$ cat config.mk
export PLATFORM = sky130hd
export DESIGN_NAME = bpu_gshare_upd_queue
export DESIGN_NICKNAME = d
export VERILOG_FILES = /design/src/rtl/bpu_gshare_upd_queue_pkg.sv /design/src/rtl/bpu_sat_ctr2.sv /design/src/rtl/bpu_gshare_upd_queue.sv
export SDC_FILE = /design/constraint.sdc
export NUM_CORES = 1
export LEC_CHECK = 0
export ABC_AREA = 1
export CAP_MARGIN = 30
export CORE_MARGIN = 2
export CORE_UTILIZATION = 58
export DETAILED_ROUTE_END_ITERATION = 8
export PLACE_DENSITY = 0.87
export RECOVER_POWER = 50
export SLEW_MARGIN = 20
export SYNTH_ARGS = -nofsm -noshare
export SYNTH_HDL_FRONTEND = slang
export SYNTH_SLANG_ARGS = --single-unit
$ cat constraint.sdc
create_clock -name clk -period 2.5 [get_ports clk]
set_input_delay 0.5 -clock clk [delete_from_list [all_inputs] [get_ports clk]]
set_output_delay 0.5 -clock clk [all_outputs]
set_load 0.05 [all_outputs]
$ cat src/rtl/bpu_gshare_upd_queue_pkg.sv
// Shared BPU definitions: PHT index width and 2-bit counter encodings.
// Also holds the per-entry payload kept by the gshare update queue.
`ifndef GHR_PHT_IDX_WIDTH
`define GHR_PHT_IDX_WIDTH 11
`endif

package bpu_gshare_upd_queue_pkg;

  localparam int unsigned PHT_IDX_W = `GHR_PHT_IDX_WIDTH;

  localparam logic [1:0] CTR_SNT = 2'b00;
  localparam logic [1:0] CTR_WNT = 2'b01;
  localparam logic [1:0] CTR_WT  = 2'b10;
  localparam logic [1:0] CTR_ST  = 2'b11;

  // Prediction-time state captured for each in-flight branch
  typedef struct packed {
    logic       pred;
    logic [1:0] entry;
  } pq_meta_t;

endpackage

$ cat src/rtl/bpu_sat_ctr2.sv
// Saturating 2-bit branch counter next-state (SNT/WNT/WT/ST).
module bpu_sat_ctr2
  import bpu_gshare_upd_queue_pkg::*;
(
  input  logic [1:0] cur,
  input  logic       taken,
  output logic [1:0] nxt
);

  always_comb begin
    nxt = cur;
    if (taken) begin
      if (cur != CTR_ST) nxt = cur + 2'(1);
    end else begin
      if (cur != CTR_SNT) nxt = cur - 2'(1);
    end
  end

endmodule

$ cat src/rtl/bpu_gshare_upd_queue.sv
// In-order queue of gshare predictions; retires the head on resolve and issues a registered PHT update.
// Optional macro BPU_GSHARE_UPD_BYPASS_EN forwards the just-issued counter to a back-to-back update of the same index.
`ifndef GHR_PHT_IDX_WIDTH
`define GHR_PHT_IDX_WIDTH 11
`endif

module bpu_gshare_upd_queue
  import bpu_gshare_upd_queue_pkg::*;
#(
  parameter int unsigned DEPTH = 8,
  parameter int unsigned IDX_W = `GHR_PHT_IDX_WIDTH
) (
  input  logic                       clk,
  input  logic                       rst,
  input  logic                       i_pq_push_vld,
  output logic                       o_pq_push_rdy,
  input  logic [IDX_W-1:0]           i_pq_pht_idx,
  input  logic [1:0]                 i_pq_pht_entry,
  input  logic                       i_pq_pred_taken,
  input  logic                       i_pq_rslv_vld,
  input  logic                       i_pq_rslv_taken,
  input  logic                       i_pq_flush,
  output logic                       o_gs_wren,
  output logic                       o_gs_tsucc,
  output logic [IDX_W-1:0]           o_gs_update_pht_idx,
  output logic [1:0]                 o_gs_update_pht_entry,
  output logic                       o_pq_mispred,
  output logic [$clog2(DEPTH):0]     o_pq_cnt
);

  localparam int unsigned PTR_W = $clog2(DEPTH);
  localparam int unsigned CNT_W = PTR_W + 1;

  logic [IDX_W-1:0] idx_mem  [DEPTH];
  pq_meta_t         meta_mem [DEPTH];
  logic [PTR_W-1:0] head;
  logic [PTR_W-1:0] tail;

  logic             push_acc;
  logic             rslv_acc;
  logic [IDX_W-1:0] head_idx;
  pq_meta_t         head_meta;
  logic [1:0]       ctr_base;
  logic [1:0]       ctr_nxt;

  assign o_pq_push_rdy = (o_pq_cnt != CNT_W'(DEPTH));
  // Flush wins over push; resolve on empty is a no-op
  assign push_acc  = i_pq_push_vld && o_pq_push_rdy && !i_pq_flush;
  assign rslv_acc  = i_pq_rslv_vld && (o_pq_cnt != '0);
  assign head_idx  = idx_mem[head];
  assign head_meta = meta_mem[head];

`ifdef BPU_GSHARE_UPD_BYPASS_EN
  assign ctr_base = (o_gs_wren && (head_idx == o_gs_update_pht_idx)) ?
                    o_gs_update_pht_entry : head_meta.entry;
`else
  assign ctr_base = head_meta.entry;
`endif

  bpu_sat_ctr2 u_sat_ctr2 (
    .cur   (ctr_base),
    .taken (i_pq_rslv_taken),
    .nxt   (ctr_nxt)
  );

  // Entry storage needs no reset; occupancy tracks validity
  always_ff @(posedge clk) begin
    if (!rst && push_acc) begin
      idx_mem[tail]  <= i_pq_pht_idx;
      meta_mem[tail] <= '{pred: i_pq_pred_taken, entry: i_pq_pht_entry};
    end
  end

  always_ff @(posedge clk) begin
    if (rst) begin
      head                  <= '0;
      tail                  <= '0;
      o_pq_cnt              <= '0;
      o_gs_wren             <= 1'b0;
      o_gs_tsucc            <= 1'b0;
      o_gs_update_pht_idx   <= '0;
      o_gs_update_pht_entry <= '0;
      o_pq_mispred          <= 1'b0;
    end else begin
      o_gs_wren    <= rslv_acc;
      o_pq_mispred <= rslv_acc && (i_pq_rslv_taken != head_meta.pred);
      if (rslv_acc) begin
        o_gs_tsucc            <= i_pq_rslv_taken;
        o_gs_update_pht_idx   <= head_idx;
        o_gs_update_pht_entry <= ctr_nxt;
      end
      if (i_pq_flush) begin
        head     <= '0;
        tail     <= '0;
        o_pq_cnt <= '0;
      end else begin
        if (push_acc) tail <= tail + PTR_W'(1);
        if (rslv_acc) head <= head + PTR_W'(1);
        case ({push_acc, rslv_acc})
          2'b10:   o_pq_cnt <= o_pq_cnt + CNT_W'(1);
          2'b01:   o_pq_cnt <= o_pq_cnt - CNT_W'(1);
          default: o_pq_cnt <= o_pq_cnt;
        endcase
      end
    end
  end

endmodule

==> summary.md, run 1 <==
| Metric | Value |
|---|---|
| Slew Limit Fails | `0` |
| First DRT Iteration DRCs | `451` |
| Fill cell count | `658` |
| RSZ-0062 raised after global routing | `no` |
| Period utilization | `0.9493` |
| CP top delay family | `buffers and inverters` |
| Worst path max stage delay | `0.80 ns` |
| Slowest cell on crit path | `clkdlybuf4s50_1` |
| Worst Hold Class | `reg -> reg` |
| Mapped Nets | `527` |
| Worst Path Max Fanout | `4` |
| Buffers on Ports | `40` |
| Multi-input logic area | `1450 um2` |
| Main combinational cell family by area after synthesis | `simple AND/OR/NAND/NOR gates` |
| TritonCTS Buffers | `17` |
| Tmin final | `2.373 ns` |
| # IOs | `41` |
| Seq/Total Area, Yosys | `0.6917` |
| TritonCTS clock tree | `done` |
| Clk pin slew, worst setup/hold paths | `0.07 ns` |
| DRT antenna net count | `0` |
| Main synth FF type | `edfxtp_1` |
| Pin count of the biggest net entering global routing | `48` |
| Nets | `582` |
| Grt total ovfl | `0` |
| Max-cap violations | `0` |
| Post-synth top cells | `edfxtp_1 (112), nor2_1 (89), nand2_1 (61), o21ai_0 (43)` |
| Sequential Power Share | `0.487` |
| Worst Path Buf+Inv | `2` |
| Endpoints failing hold | `0` |
| CP Class | `reg -> out` |
| FP Rows | `36` |
| Crit path capture type | `output port` |
| Flops & latches, synth | `141` |
| Total GRT Usage | `0.2606` |
| Post-Synth Simple-Gate Area | `0.1415` |
| Diodes inserted | `0` |
| Top cells by area, synth | `edfxtp_1 (59%), dfxtp_1 (10%), nor2_1 (5.9%), nand2_1 (4.0%), o21ai_0 (3.8%)` |
| CTS Sinks | `141` |
| Synthesis-to-finish area growth | `19.71%` |
| VDD IR max | `530.7 uV` |
| PD cells | `775.4 nW/um2` |
| DRC violations left | `0` |
| CP Cell Sequence | `inv_2 > nand3_2 > clkdlybuf4s50_1` |
| Clock power share | `0.453` |
| Post-synth ARST share | `0` |
| CP Launch Type | `register` |
| Slew @ Worst Pin | `1.132 ns` |
| CTS Buffer Depth | `2` |
| Logic pwr share | `0.060` |
| Area fraction in compound gates after synthesis | `0.09941` |
| Die Footprint | `10640 um2` |
| CP Data Required Time | `2.00 ns` |
| Share of layout cells above drive strength 1 | `0.09474` |
| Final std cells w/o fill | `703` |
| Clock skew | `0.01067 ns` |
| Placer Congestion | `0.8047` |
| # setup viols final | `0` |
| Post-Route WL | `12830 um` |
| Initial core utilization | `0.5915` |
| Placed instance count | `671` |
| Post-Syn Instances | `502` |
| Leakage | `2.438 nW` |
| Setup TNS | `0 ns` |
| Internal power | `0.004020 W` |
| Drt pass-1 iters | `5` |
| Postcts setup bufs | `0` |
| DP Worst Slack | `0.006394 ns` |
| Slew margin rel. | `0.2451` |
| Avg Vias per Cell | `5.734` |
| Run status | `finished clean` |
| CTS resizes | `0` |
| CTS HTree Levels | `4` |
| Yosys cell types | `29` |
| Post-synth EDFFs | `112` |
| Ys Warns | `0` |
| Post-synthesis area per instance | `11.36 um2` |
| Clk root buf | `clkbuf_8` |
| Worst path arrival time | `1.87 ns` |
| Synth top area share | `0.5899` |
| P_sw | `0.001272 W` |
| Global-route wire length before repair | `19930 um` |
| Mux cell area share after synthesis | `0` |
| CORE AREA | `9639 um2` |
| Flip-flop and latch area | `3946 um2` |
| Total number of vias | `4031` |
| XOR/XNOR Fraction of Synth Area | `0.004608` |
| Area share of fa/ha/maj cells after synthesis | `0.01097` |
| DP HPWL | `7617 um` |
| Cts-stage hold buffer count | `0` |
| Cell area after synthesis | `5702 um2` |
| Most numerous cell in the Yosys netlist | `edfxtp_1` |
| F_max | `421.4 MHz` |
| Die height | `103.2 um` |
| Switching power share of the total | `0.2404` |
| Area leader, netlist | `edfxtp_1` |
| Die X | `103.2 um` |
| Vias in the first global route | `3956` |
| Initial antenna violation count | `0` |
| Clock Latency Late Sink | `0.53 ns` |
| Final setup margin | `0.1267 ns` |
| DR WL/cell | `18.24 um` |
-- metal layers --
| metal | part of all wire | global-route usage | wire length [um] | up-vias |
|---|---|---|---|---|
| li1 | - | - | - | 1862 |
| met1 | 0.38 | 0.3289 | 4910 | 1935 |
| met5 | 0 | 0 | 0 | - |
| met2 | 0.51 | 0.4246 | 6525 | 193 |
| met3 | 0.076 | 0.06644 | 977 | 41 |
| met4 | 0.032 | 0.1235 | 412 | 0 |
-- kinds of logic after synthesis --
kind of cell,Yosys count
compound gates,102
xor+xnor,3
buf+inv,59
simple gates,192
fa+ha+maj,5
flops,141
-- cell usage in the layout, fill, tap and decap left out, drive strengths merged, types with 2 or more instances in the layout --
cell,n
a21oi,23
nand3,34
xor2,2
ha,5
clkdlybuf4s50,25
o21ai,56
clkbuf,24
dlygate4sd3,15
inv,45
nand2,63
edfxtp,112
nor3b,2
dfxtp,29
clkinvlp,3
nor2,90
o211ai,22
buf,13
-- power groups by stage --
stage	Combinational (W)	Sequential, W	Clock, W
finish	0.000317	0.00258	0.00240
floorplan	0.000145	0.00268	0
CTS	0.000326	0.00258	0.00242
detailed placement	0.000322	0.00263	0
global placement	0.000307	0.00263	0
global route	0.000347	0.00258	0.00253
-- final cells by class --
type | instances | share of cell area
flip-flops and latches | 141 | 0.5782
well taps | 133 | 0.02438
inverters | 36 | 0.02016
clock buffers | 18 | 0.06123
multi-input cells | 302 | 0.2125
clock inverters | 14 | 0.02163
repair buffers | 59 | 0.08194
-- sequential cells by signal, summed over array words and instances (netlist names), named ones only --
name,flops
idx_mem,88
o_gs_update_pht_idx,11
o_gs_update_pht_entry,2
o_gs_wren,1
head,3
o_pq_mispred,1
tail,3
o_pq_cnt,4
meta_mem,24
o_gs_tsucc,1
-- final timing paths --
| kind | depth (start not counted) | end | start | slack (ns) |
|---|---|---|---|---|
| worst max register to register | 11 | o_pq_cnt[2] | o_pq_cnt[0] | 0.25 |
| worst max-delay path | 3 | o_pq_push_rdy | o_pq_cnt[2] | 0.13 |
| worst min-delay path | 2 | o_gs_update_pht_idx[8] | o_gs_update_pht_idx[8] | 0.47 |
| worst min register to register | 2 | o_gs_update_pht_idx[8] | o_gs_update_pht_idx[8] | 0.47 |
-- per-stage QoR --
stage / total power [W] / utilization / hold slack (ns) / area, um2
final: 0.005292 / 0.7081 / 0.4658 / 6825
after global routing: 0.005455 / 0.7081 / 0.4925 / 6825
after CTS: 0.005318 / 0.7116 / 0.4658 / 6859
after detailed placement: 0.002949 / 0.6529 / 0.4552 / 6294
after global placement: 0.002933 / 0.6529 / 0.4510 / 6294
after floorplan: 0.002822 / - / 0.4739 / 5704
-- worst min-delay path, cell delays in order, from the launching register on --
cell	delay [ns]
dfxtp_1	0.31
nand2_1	0.06
a21oi_1	0.05
Power figures use the tool's default switching activity.
==> inputs of run 2 (changes only) <==
--- a/config.mk
+++ b/config.mk
@@ -7,8 +7,8 @@
 export LEC_CHECK = 0
 export ABC_AREA = 1
 export CAP_MARGIN = 30
-export CORE_MARGIN = 2
 export CORE_UTILIZATION = 58
+export CTS_CLUSTER_DIAMETER = 50
 export DETAILED_ROUTE_END_ITERATION = 8
 export PLACE_DENSITY = 0.87
 export RECOVER_POWER = 50
==> run 2 against run 1 <==
Net effect:
- final cell count down 0.85%
- fmax is 1.8% lower
- first-iteration DRC count fell by 7.1%
- global-route usage increased by 2.1 points
- utilization up 1.9 points
- clock power about the same
- register-to-register slack got worse by 0.10 ns
- count of clock-buffer cells in the layout stayed put
- critical path type unchanged
- sequential share of layout area rose by 0.13 points
- setup slack worse by 0.043 ns
- sequential power about the same
==> summary.md, run 2 (synthesis results as in run 1) <==
| Metric | Value |
|---|---|
| Run status | `finished clean` |
| Vias in the first global route | `4087` |
| # setup viols final | `0` |
| Grt total ovfl | `0` |
| Max FFs per register | `88` |
| CTS Buffer Depth | `2` |
| Crit path capture type | `output port` |
| Max-cap violations | `0` |
| Avg Vias per Cell | `5.834` |
| DRT antenna net count | `0` |
| Reg2Reg Setup Slack | `0.15 ns` |
| Initial antenna violation count | `0` |
| Endpoints failing hold | `0` |
| First DRT Iteration DRCs | `419` |
| # IOs | `41` |
| Nets | `580` |
| TritonCTS Buffers | `17` |
| Period utilization | `0.9665` |
| Die height | `101.2 um` |
| M1 GR Usage | `0.3492` |
| Synthesis-to-finish area growth | `19.44%` |
| GR peak layer | `met2` |
| CP Class | `reg -> out` |
| CTS HTree Levels | `4` |
| DRC violations left | `0` |
| Total GRT Usage | `0.2820` |
| Met2 usage | `0.4631` |
| Diodes inserted | `0` |
| Clk root buf | `clkbuf_8` |
| FP Rows | `35` |
| Drt pass-1 iters | `5` |
| Slowest cell on crit path | `clkdlybuf4s50_1` |
| CTS resizes | `0` |
| Global-route wire length before repair | `20680 um` |
| Slew @ Worst Pin | `1.066 ns` |
| Worst Hold Class | `reg -> reg` |
| P_sw | `0.001252 W` |
| CP Launch Type | `register` |
| Die X | `101.2 um` |
| Switching power share of the total | `0.2371` |
| Leakage | `2.436 nW` |
| Placer Congestion | `0.8444` |
| Worst path max stage delay | `0.80 ns` |
| VDD IR max | `579.5 uV` |
| CP Data Required Time | `2.00 ns` |
| Sequential Power Share | `0.488` |
| TritonCTS clock tree | `done` |
| Die Footprint | `10230 um2` |
| Pin count of the biggest net entering global routing | `48` |
| Worst Path Max Fanout | `4` |
| Slew Limit Fails | `0` |
| Most common cell after layout, fill and taps aside | `edfxtp_1` |
| Tmin final | `2.416 ns` |
| Clock Latency Late Sink | `0.53 ns` |
| Largest regs | `idx_mem x88, meta_mem x24, o_gs_update_pht_idx x11` |
| Buffers on Ports | `40` |
| Total number of vias | `4066` |
| Largest reg by FF count | `idx_mem` |
| Clock skew | `0.009139 ns` |
| CORE AREA | `9371 um2` |
| RSZ-0062 raised after global routing | `no` |
| Setup TNS | `0 ns` |
| Met3 Usage GRT | `0.06073` |
| Slew margin rel. | `0.2892` |
| DP HPWL | `7173 um` |
| Post-Route WL | `13080 um` |
| DR WL/cell | `18.77 um` |
| CTS Sinks | `141` |
| Clock power share | `0.450` |
| Clk pin slew, worst setup/hold paths | `0.07 ns` |
| Final core occ | `0.7267` |
| Share of layout cells above drive strength 1 | `0.09859` |
| CP Cell Sequence | `inv_1 > nand3_2 > clkdlybuf4s50_1` |
| Logic pwr share | `0.061` |
| Internal power | `0.004026 W` |
| Design area | `6810 um2` |
| F_max | `413.9 MHz` |
| PD cells | `775.0 nW/um2` |
| Cts-stage hold buffer count | `0` |
| Worst path arrival time | `1.92 ns` |
| Postcts setup bufs | `0` |
| Placed cell area | `6286 um2` |
| Most frequent cells in the layout | `edfxtp_1 (112), nor2_1 (90), nand2_1 (61)` |
| Initial core utilization | `0.6084` |
[run 2: cell types whose count changed in the layout (fill, tap and decap cells not counted), sizes merged]
cell           change
clkinv             +3
clkbuf             -1
buf                -1
dlygate4sd3        -1
clkdlybuf4s50      +1
inv                -3
[run 2: layout make-up]
type                            instances  area (um2)
Sequential cell                       141        3946
Fill cell                             610        2561
Multi-Input combinational cell        302        1455
Timing Repair Buffer                   57       549.3
Clock buffer                           18       427.9
Tap cell                              129       161.4
Inverter                               36       137.6
Clock inverter                         14       132.6
[run 2: path summary, 6_finish.rpt]
| kind | from | to | cells after the start |
|---|---|---|---|
| setup / recovery | o_pq_cnt[2] | o_pq_push_rdy | 3 |
| hold / removal | o_gs_update_pht_idx[9] | o_gs_update_pht_idx[9] | 2 |
| setup reg to reg | o_pq_cnt[2] | o_pq_cnt[2] | 11 |
| hold reg to reg | o_gs_update_pht_idx[9] | o_gs_update_pht_idx[9] | 2 |
[run 2: worst max-delay path, delay by kind of cell (launching register included)]
family	cells	cell delay [ns]
simple gates	1	0.10
buf+inv	2	0.91
flops	1	0.38
[run 2: power by group through the flow]
stage          combinational (W)  clock (W)  sequential [W]
3_5_place_dp            0.000319          0         0.00263
6_report                0.000324    0.00238         0.00258
4_1_cts                 0.000328    0.00239         0.00258
3_3_place_gp            0.000306          0         0.00263
2_1_floorplan           0.000145          0         0.00268
5_1_grt                 0.000351    0.00248         0.00258
[run 2: per-layer routing]
| layer | part of all wire | wire length [um] | vias to the layer above |
|---|---|---|---|
| li1 | - | - | 1859 |
| met1 | 0.37 | 4851 | 1908 |
| met2 | 0.51 | 6650 | 246 |
| met4 | 0.035 | 459 | 0 |
| met5 | 0 | 0 | - |
| met3 | 0.086 | 1119 | 53 |
[run 2: stage by stage]
stage	power (W)	setup slack, ns	hold slack (ns)	cells
2_1_floorplan	0.002822	0.005721	0.4739	502
6_report	0.005278	0.08387	0.4648	697
5_1_grt	0.005410	0.01893	0.4866	697
4_1_cts	0.005294	0.05839	0.4666	697
3_5_place_dp	0.002946	-0.03344	0.4568	665
3_3_place_gp	0.002932	0.07257	0.4533	665
==> inputs of run 3 (changes only) <==
--- a/config.mk
+++ b/config.mk
@@ -9,6 +9,7 @@
 export CAP_MARGIN = 30
 export CORE_UTILIZATION = 58
 export CTS_CLUSTER_DIAMETER = 50
+export CTS_CLUSTER_SIZE = 10
 export DETAILED_ROUTE_END_ITERATION = 8
 export PLACE_DENSITY = 0.87
 export RECOVER_POWER = 50
==> results of run 3 <==
Same layout as run 2: the final DEF is identical, and so are final timing and power.
